<file path="config.mk">
export PLATFORM = sky130hd
export DESIGN_NAME = team_06_i2s_tx_flat
export DESIGN_NICKNAME = d
export VERILOG_FILES = /design/src/rtl/team_06_i2s_tx_if.sv /design/src/rtl/team_06_i2s_tx.sv /design/src/flat_wrapper.sv
export SDC_FILE = /design/constraint.sdc
export NUM_CORES = 1
export LEC_CHECK = 0
export CAP_MARGIN = 20
export CORE_ASPECT_RATIO = 1.4
export CORE_MARGIN = 2
export CORE_UTILIZATION = 35
export CTS_BUF_LIST = sky130_fd_sc_hd__clkbuf_8 sky130_fd_sc_hd__clkbuf_16
export CTS_CLUSTER_SIZE = 12
export DETAILED_ROUTE_END_ITERATION = 16
export PLACE_DENSITY_LB_ADDON = 0.1
export SKIP_LAST_GASP = 1
export SYNTH_ARGS = -nofsm -noshare
export SYNTH_HDL_FRONTEND = slang
export SYNTH_SLANG_ARGS = --single-unit
</file>
<file path="constraint.sdc">
create_clock -name clk -period 8.1 [get_ports clk]
set_input_delay 1.62 -clock clk [delete_from_list [all_inputs] [get_ports clk]]
set_output_delay 1.62 -clock clk [all_outputs]
set_load 0.1 [all_outputs]
</file>
<file path="src/rtl/team_06_i2s_tx_if.sv">
// Sample handshake plus I2S line bundle for team_06_i2s_tx.
// Handshake: sample_in is taken when sample_valid && sample_ready at a rising clk edge; sample_ready is registered.
interface team_06_i2s_tx_if #(
  parameter int SAMPLE_W = 16
) ();
  logic                en;
  logic [SAMPLE_W-1:0] sample_in;
  logic                sample_valid;
  logic                sample_ready;
  logic                bclk;
  logic                ws;
  logic                sdata;
  logic                frame_start;
  logic                underrun;

  modport master (
    output en, sample_in, sample_valid,
    input  sample_ready, bclk, ws, sdata, frame_start, underrun
  );

  modport slave (
    input  en, sample_in, sample_valid,
    output sample_ready, bclk, ws, sdata, frame_start, underrun
  );
endinterface

</file>
<file path="src/rtl/team_06_i2s_tx.sv">
// Mono I2S transmitter with a one-entry holding buffer; each sample fills both slots of a frame.
// Build macro TEAM_06_I2S_TX_HOLD_LAST_EN: on underrun repeat the last sample instead of sending silence.
module team_06_i2s_tx #(
  parameter int CLK_DIV  = 4,
  parameter int SAMPLE_W = 16,
  parameter int SLOT_W   = 32
) (
  input logic              clk,
  input logic              rst,
  team_06_i2s_tx_if.slave  bus
);
  localparam int PW = $clog2(2 * SLOT_W);
  localparam int DW = (CLK_DIV > 1) ? $clog2(CLK_DIV) : 1;
  localparam logic [PW-1:0] P_LAST   = PW'(2 * SLOT_W - 1);
  localparam logic [DW-1:0] DIV_LAST = DW'(CLK_DIV - 1);

  logic [DW-1:0]       div_q, div_d;
  logic [PW-1:0]       p_q, p_d;
  logic                bclk_q, bclk_d;
  logic                ws_q, ws_d;
  logic                sdata_q, sdata_d;
  logic [SAMPLE_W-1:0] frame_q, frame_d;
  logic [SAMPLE_W-1:0] hold_q, hold_d;
  logic                full_q, full_d;
  logic                ready_q, ready_d;
  logic                fs_q, fs_d;
  logic                ur_q, ur_d;
  logic                load;
  int                  p_int;
  int                  bit_idx;

  always_comb begin
    div_d   = div_q;
    bclk_d  = bclk_q;
    p_d     = p_q;
    frame_d = frame_q;
    hold_d  = hold_q;
    full_d  = full_q;
    fs_d    = 1'b0;
    ur_d    = 1'b0;
    load    = 1'b0;

    if (bus.en) begin
      if (div_q == DIV_LAST) begin
        div_d  = '0;
        bclk_d = ~bclk_q;
        if (bclk_q) begin
          p_d  = (p_q == P_LAST) ? '0 : p_q + PW'(1);
          load = (p_q == P_LAST);
        end
      end else begin
        div_d = div_q + DW'(1);
      end
    end else begin
      div_d  = '0;
      bclk_d = 1'b0;
      p_d    = P_LAST;
    end

    if (load) begin
      fs_d = 1'b1;
      if (full_q) begin
        frame_d = hold_q;
        full_d  = 1'b0;
      end else begin
        ur_d = 1'b1;
`ifdef TEAM_06_I2S_TX_HOLD_LAST_EN
        frame_d = frame_q;
`else
        frame_d = '0;
`endif
      end
    end

    // ready_q is only high while empty, so a transfer never collides with a buffered load
    if (bus.sample_valid && ready_q) begin
      hold_d = bus.sample_in;
      full_d = 1'b1;
    end
    ready_d = ~full_d;

    // Line outputs are derived from the next position so they move with bclk on the same edge
    p_int   = int'(p_d);
    ws_d    = (p_int >= SLOT_W - 1) && (p_int <= 2 * SLOT_W - 2);
    bit_idx = -1;
    if (p_int < SAMPLE_W) begin
      bit_idx = SAMPLE_W - 1 - p_int;
    end else if (p_int >= SLOT_W && p_int < SLOT_W + SAMPLE_W) begin
      bit_idx = SAMPLE_W - 1 - (p_int - SLOT_W);
    end
    sdata_d = 1'b0;
    for (int i = 0; i < SAMPLE_W; i++) begin
      if (bit_idx == i) sdata_d = frame_d[i];
    end
  end

  always_ff @(posedge clk or posedge rst) begin
    if (rst) begin
      div_q   <= '0;
      p_q     <= P_LAST;
      bclk_q  <= 1'b0;
      ws_q    <= 1'b0;
      sdata_q <= 1'b0;
      frame_q <= '0;
      hold_q  <= '0;
      full_q  <= 1'b0;
      ready_q <= 1'b1;
      fs_q    <= 1'b0;
      ur_q    <= 1'b0;
    end else begin
      div_q   <= div_d;
      p_q     <= p_d;
      bclk_q  <= bclk_d;
      ws_q    <= ws_d;
      sdata_q <= sdata_d;
      frame_q <= frame_d;
      hold_q  <= hold_d;
      full_q  <= full_d;
      ready_q <= ready_d;
      fs_q    <= fs_d;
      ur_q    <= ur_d;
    end
  end

  assign bus.bclk         = bclk_q;
  assign bus.ws           = ws_q;
  assign bus.sdata        = sdata_q;
  assign bus.sample_ready = ready_q;
  assign bus.frame_start  = fs_q;
  assign bus.underrun     = ur_q;
endmodule
</file>
<file path="src/flat_wrapper.sv">
// flat-port wrapper written by rule: the top's interface ports become plain ports
module team_06_i2s_tx_flat 
#(
  parameter int CLK_DIV  = 4,
  parameter int SAMPLE_W = 16,
  parameter int SLOT_W   = 32
)
  (clk, rst, bus_en, bus_sample_in, bus_sample_valid, bus_sample_ready, bus_bclk, bus_ws, bus_sdata, bus_frame_start, bus_underrun);
  team_06_i2s_tx_if #(.SAMPLE_W(SAMPLE_W)) bus_i ();
  input logic clk;
  input logic rst;
  input wire logic [$bits(bus_i.en)-1:0] bus_en;
  input wire logic [$bits(bus_i.sample_in)-1:0] bus_sample_in;
  input wire logic [$bits(bus_i.sample_valid)-1:0] bus_sample_valid;
  output wire logic [$bits(bus_i.sample_ready)-1:0] bus_sample_ready;
  output wire logic [$bits(bus_i.bclk)-1:0] bus_bclk;
  output wire logic [$bits(bus_i.ws)-1:0] bus_ws;
  output wire logic [$bits(bus_i.sdata)-1:0] bus_sdata;
  output wire logic [$bits(bus_i.frame_start)-1:0] bus_frame_start;
  output wire logic [$bits(bus_i.underrun)-1:0] bus_underrun;
  assign bus_i.en = bus_en;
  assign bus_i.sample_in = bus_sample_in;
  assign bus_i.sample_valid = bus_sample_valid;
  assign bus_sample_ready = bus_i.sample_ready;
  assign bus_bclk = bus_i.bclk;
  assign bus_ws = bus_i.ws;
  assign bus_sdata = bus_i.sdata;
  assign bus_frame_start = bus_i.frame_start;
  assign bus_underrun = bus_i.underrun;
  team_06_i2s_tx #(.CLK_DIV(CLK_DIV), .SAMPLE_W(SAMPLE_W), .SLOT_W(SLOT_W)) u_core (.clk(clk), .rst(rst), .bus(bus_i));
endmodule
</file>
# [Word-level counts from Yosys, hierarchy flattened]
# Index checks and enable logic that the tools add are counted.
[op_classes] muxes=36 n_bitwise=2 n_eq_ne=18 reduce_logical=4 n_addsub=5 order_cmp=5
[ops] cell="$eq A32 B5 Y1 const B" n=8
[ops] cell="$eq A32 B4 Y1 const B" n=4
[ops] cell="$eq A32 B3 Y1 const B" n=2
[ops] cell="$mux W32" n=2
[ops] cell="$eq A32 B2 Y1 const B" n=1
[ops] cell="$logic_not A32 Y1" n=1
[ops] cell="$mux W16" n=2
[ops] cell="$sub A5 B32 Y32 const A" n=1
[ops] cell="$mux W1" n=26
[ops] cell="$mux W6" n=4
[ops] cell="$sub A4 B6 Y7 const A" n=1
[ops] cell="$sub A6 B6 Y7 const B" n=1
[ops] cell="$add A6 B1 Y6 const B" n=1
[ops] cell="$eq A6 B6 Y1 const B" n=1
[ops] cell="$ge A6 B5 Y1 const B" n=1
[ops] cell="$ge A6 B6 Y1 const B" n=1
[ops] cell="$le A6 B6 Y1 const B" n=1
[ops] cell="$lt A6 B5 Y1 const B" n=1
[ops] cell="$lt A6 B6 Y1 const B" n=1
[ops] cell="$mux W2" n=2
[ops] cell="$logic_and A1 B1 Y1" n=3
[ops] cell="$add A2 B1 Y2 const B" n=1
[ops] cell="$eq A2 B2 Y1 const B" n=1
[ops] cell="$ne A2 B1 Y1 const B" n=1
[ops] cell="$not A1 Y1" n=2
[totals] in_bits=20 reg_bits=47 elab_cells=81 output_inout_bits=6

# [Depth between registers and ports, before layout]
[logic_depth] word_depth=26 mapped_depth=16 ltp_nobuf=16

# [Worst setup path before layout]
# No wires, ideal clock.
[synth_path] path_kind="input port to flip-flop" startpoint="input port bus_en" endpoint="register u_core.sdata_q, in the netlist u_core.bus.sdata" n_path_buf=2 setup_ns=0.139 cell_stages=13 arrival_ns=3.797 required_ns=7.961 setup_slack_ns=4.164 cell_sequence="buf_2 -> clkbuf_1 -> o311ai_0 -> inv_1 -> ha_1 -> nand2_1 -> nor2_1 -> a32oi_1 -> or3_4 -> a21boi_2 -> o211ai_1 -> a21oi_1 -> o221ai_1"
[synth_via] elab_chain_len=22 word_cells_on_any_way=44 classes_between="add/sub: 3; order compare: 3; eq/ne: 15; mux: 21; reduce/logical: 2"
[synth_rtl] element="start, declared" line="flat_wrapper.sv:12" text="input wire logic [$bits(bus_i.en)-1:0] bus_en;"
[synth_rtl] element="$mux W6 *" line="team_06_i2s_tx.sv:43" text="if (bus.en) begin"
[synth_rtl] element="via u_core.p_d[5]" line="team_06_i2s_tx.sv:18" text="logic [PW-1:0] p_q, p_d;"
[synth_rtl] element="$sub A6 B6 Y7 (tied with other cells)" line="team_06_i2s_tx.sv:89" text="bit_idx = SAMPLE_W - 1 - (p_int - SLOT_W);"
[synth_rtl] element="$sub A5 B32 Y32 or $logic_and A1 B1 Y1 (tied branches)" line="team_06_i2s_tx.sv:89, team_06_i2s_tx.sv:88"
[synth_rtl] element="$mux W32" line="team_06_i2s_tx.sv:88" text="end else if (p_int >= SLOT_W && p_int < SLOT_W + SAMPLE_W) begin"
[synth_rtl] element="$mux W32 *" line="team_06_i2s_tx.sv:86" text="if (p_int < SAMPLE_W) begin"
[synth_rtl] element="$logic_not A32 Y1" line="team_06_i2s_tx.sv:93" text="if (bit_idx == i) sdata_d = frame_d[i];"
[synth_rtl] element="$mux W1 (15 in a row)" line="team_06_i2s_tx.sv:93"
[synth_rtl] element="$mux W1 *" line="team_06_i2s_tx.sv:93"
[synth_rtl] element="via u_core.sdata_d" line="team_06_i2s_tx.sv:21" text="logic sdata_q, sdata_d;"
[synth_rtl] element="end signal, assigned" line="team_06_i2s_tx.sv:115" text="sdata_q <= sdata_d;"
[synth_rtl] element="end, declared" line="team_06_i2s_tx.sv:21"
# The timed path passes the listed nets; every way through them passes the cells marked *.
# A chain may end at the register's enable or synchronous reset.

# [Worst setup path after layout]
# Ends and elaborated chain as after synthesis.

==> impl_metrics.env <==
export IMPL_status="finished, final reports clean"
export IMPL_pin_count=26
export IMPL_initial_core_util_pct=35.8
export IMPL_wirelength_mm=5.01
export IMPL_postCtsHoldBufs=0
export IMPL_critical_path_arrival_ps=4790
export IMPL_portBuffers=25
export IMPL_skew_ps=5.93
export IMPL_period_needed_ps=4610
export IMPL_overflow=0
export IMPL_r2r_cells=16
export IMPL_fin_util_pct=42.2
export IMPL_drtIter0Drc=59
export IMPL_vias_per_cell=5.45
export IMPL_worstPathMaxFanout=18
export IMPL_antenna_found_initial=0
export IMPL_r2r_slack_ps=4470
export IMPL_syn2layout_area_growth_pct=18.0
export IMPL_ys_seq_area_share_pct=50.8
export IMPL_rr_endpoint="u_core.bus.sdata$_DFF_PP0_"
export IMPL_peakVddDrop_mv=0.113
export IMPL_synth_avg_cell_area_um2=10.2
export IMPL_routedWlPerCell_um=15.4
export IMPL_wl_met2_mm=2.54
export IMPL_grtUsageTotal_pct=15.1
export IMPL_fin_ws_ps=3490
export IMPL_vias=1778
export IMPL_cts_buffers=5
export IMPL_yosys_register_bits=47
export IMPL_endpoint_kind="flip-flop"
export IMPL_worstPathRequired_ps=8280
export IMPL_grt_max_degree=48
export IMPL_nets=278
export IMPL_drive_above_1_share_pct=17.5
export IMPL_finalWeightedCongestion=0.857
export IMPL_drv_slew=0
export IMPL_period_share_pct=56.9
export IMPL_synthArstFlopShare_pct=100
export IMPL_clock_latency_ps=300
export IMPL_syn_num_nets=255
export IMPL_die_area_um2=7350
export IMPL_htreeDepth=2
export IMPL_crit_path_max_incr_delay_ps=900
export IMPL_core_area_um2=6530
export IMPL_die_h_um=101
export IMPL_setup_viol=0
export IMPL_tightest_slew_ps=962
export IMPL_cts_resized=0
export IMPL_cts_tree="done"
export IMPL_cts_setup_buffers=0
export IMPL_final_instance_count_excl_fill=326
export IMPL_postRouteAntennaNets=0
export IMPL_grt_pass1_wl_mm=8.71
export IMPL_finalSetupTns_ps=0
export IMPL_relSlewSlack_pct=35.1
export IMPL_crit_slowest_cell="clkdlybuf4s50_1"
export IMPL_clk_pin_slew_ps=90
export IMPL_ys_warnings_count=0
export IMPL_dr_wl_met3_um=151
export IMPL_preCtsSetupSlack_ps=3230
export IMPL_dr_pass1_iters=4
export IMPL_dp_cells=317
export IMPL_startpoint="bus_en"
export IMPL_rsz0062_at_grt="false"
export IMPL_clockBufferDepth=2
export IMPL_holdCritPathClass="flip-flop to flip-flop"
export IMPL_root_buffer="clkbuf_8"
export IMPL_worstSetupPathType="primary input to flip-flop"
export IMPL_netlist_area_um2=2330
export IMPL_p_leak_nw=1.27
export IMPL_drv_cap=0
export IMPL_clkSinkCount=47
export IMPL_top_layer="met4"
export IMPL_synth_edff_count=0
export IMPL_final_common_cell="nand2_1"
export IMPL_path_cells="clkdlybuf4s50_1 -> o311ai_0 -> inv_1 -> ha_1 -> nand2_1 -> nor2_1 -> a32oi_1 -> or3_4 -> a21boi_2 -> o211ai_1 -> a21oi_1 -> o221ai_1"
export IMPL_nFillCells=633
export IMPL_startpoint_type="primary input"
export IMPL_hold_viol=0
export IMPL_rows=35
export IMPL_synthFlopType="dfrtp_1"
export IMPL_die_w_um=73.0
export IMPL_post_synth_num_cell_types=46
export IMPL_layout_common_cells="45 x nand2_1, 40 x dfrtp_1, 25 x clkdlybuf4s50_1, 17 x nand3_1, 16 x mux2_2"
export IMPL_dpl_hpwl_mm=3.57
export IMPL_endpoint="u_core.bus.sdata$_DFF_PP0_"
export IMPL_syn_instance_count=228
export IMPL_antenna_cells=0
export IMPL_fmax_mhz=217
export IMPL_reg2reg_from="u_core.p_q[0]$_DFF_PP1_"
export IMPL_grt_pass1_vias=1776
export IMPL_cellPowerDensity_nw_per_um2=211
export IMPL_wl_met1_mm=2.20
export IMPL_drcViolationCount=0
-- area by class of cell --
class,count,area (um^2),share of cell area (%)
clock inverters,2,16.3,0.591
repair buffers,26,270,9.81
well taps,74,92.6,3.36
multi-input cells,164,1080,39.3
flip-flops and latches,47,1180,43.0
inverters,7,26.3,0.954
clock buffers,6,82.6,3.00
-- stage by stage --
| step | hold slack, ps | instance area, um^2 | total power, mW |
|---|---|---|---|
| final | 447 | 2750 | 0.581 |
| after global routing | 461 | 2750 | 0.619 |
| after CTS | 451 | 2730 | 0.591 |
| after detailed placement | 439 | 2640 | 0.437 |
| after global placement | 441 | 2640 | 0.434 |
| after floorplan | 414 | 2330 | 0.403 |
-- layer usage --
| metal | up-vias | GRT usage [%] |
|---|---|---|
| met2 | 32 | 24.9 |
| met4 | 0 | 5.84 |
| li1 | 867 | - |
| met5 | - | 0 |
| met1 | 871 | 19.6 |
| met3 | 8 | 2.40 |
-- report_power, final --
group / internal, mW / switching (mW)
sequential: 0.289 / 0.0324
combinational: 0.0566 / 0.0521
clock: 0.0697 / 0.0812
total: 0.416 / 0.166
-- state kept, by name, indices dropped and copies added, names as in the netlist --
| register | count |
|---|---|
| u_core.full_q | 1 |
| u_core.bus.underrun | 1 |
| u_core.bus.bclk | 1 |
| u_core.hold_q | 16 |
| u_core.frame_q | 16 |
| u_core.bus.sdata | 1 |
| u_core.bus.sample_ready | 1 |
| u_core.bus.ws | 1 |
| u_core.bus.frame_start | 1 |
| u_core.p_q | 6 |
| u_core.div_q | 2 |
-- critical path, delay by kind of cell --
family / cells / cell delay (ps)
AO/OA/AOI/OAI: 6 / 1180
buffers and inverters: 2 / 1160
AND/OR/NAND/NOR: 3 / 580
adder cells (fa/ha/maj): 1 / 240
-- cell usage after synthesis (all sizes together), types with 2 or more instances --
library cell	number	area, um^2
a21oi	5	25.0
dfrtp	40	1000
a21boi	2	18.8
nand2	46	175
nor3b	2	15.0
buf	3	15.0
nor3	2	10.0
o211ai	8	65.1
nand4b	2	17.5
mux2	16	180
o2111ai	2	17.5
nand3	20	115
xor2	2	17.5
a32oi	2	17.5
o21ai	7	35.0
nor2	7	26.3
a31oi	3	18.8
ha	7	87.6
or3	4	35.0
clkbuf	7	26.3
dfstp	7	184
nand4	9	62.6
and2	3	21.3
inv	7	26.3
o221ai	2	17.5
-- worst min path at each step --
stage / to / from / cells after the start / slack [ps]
after floorplan: u_core.div_q[0]$_DFF_PP0_ / u_core.div_q[0]$_DFF_PP0_ / 1 / 410
after global placement: u_core.div_q[0]$_DFF_PP0_ / u_core.div_q[0]$_DFF_PP0_ / 1 / 440
after detailed placement: u_core.div_q[0]$_DFF_PP0_ / u_core.div_q[0]$_DFF_PP0_ / 1 / 440
after CTS: u_core.div_q[0]$_DFF_PP0_ / u_core.div_q[0]$_DFF_PP0_ / 1 / 450
after global routing: u_core.div_q[0]$_DFF_PP0_ / u_core.div_q[0]$_DFF_PP0_ / 1 / 460
final: u_core.div_q[0]$_DFF_PP0_ / u_core.div_q[0]$_DFF_PP0_ / 1 / 450
-- cell families after synthesis --
| group | count (synthesis) | share of synthesized area, % |
|---|---|---|
| and+or+nand+nor | 100 | 21.8 |
| xor gates and xnor gates | 2 | 0.751 |
| AOI/OAI and AO/OA | 38 | 11.9 |
| adders and majority gates | 7 | 3.75 |
| buffers and inverters | 17 | 2.90 |
| DFF | 47 | 50.8 |
| muxes | 17 | 8.15 |
Power figures use the tool's default switching activity.
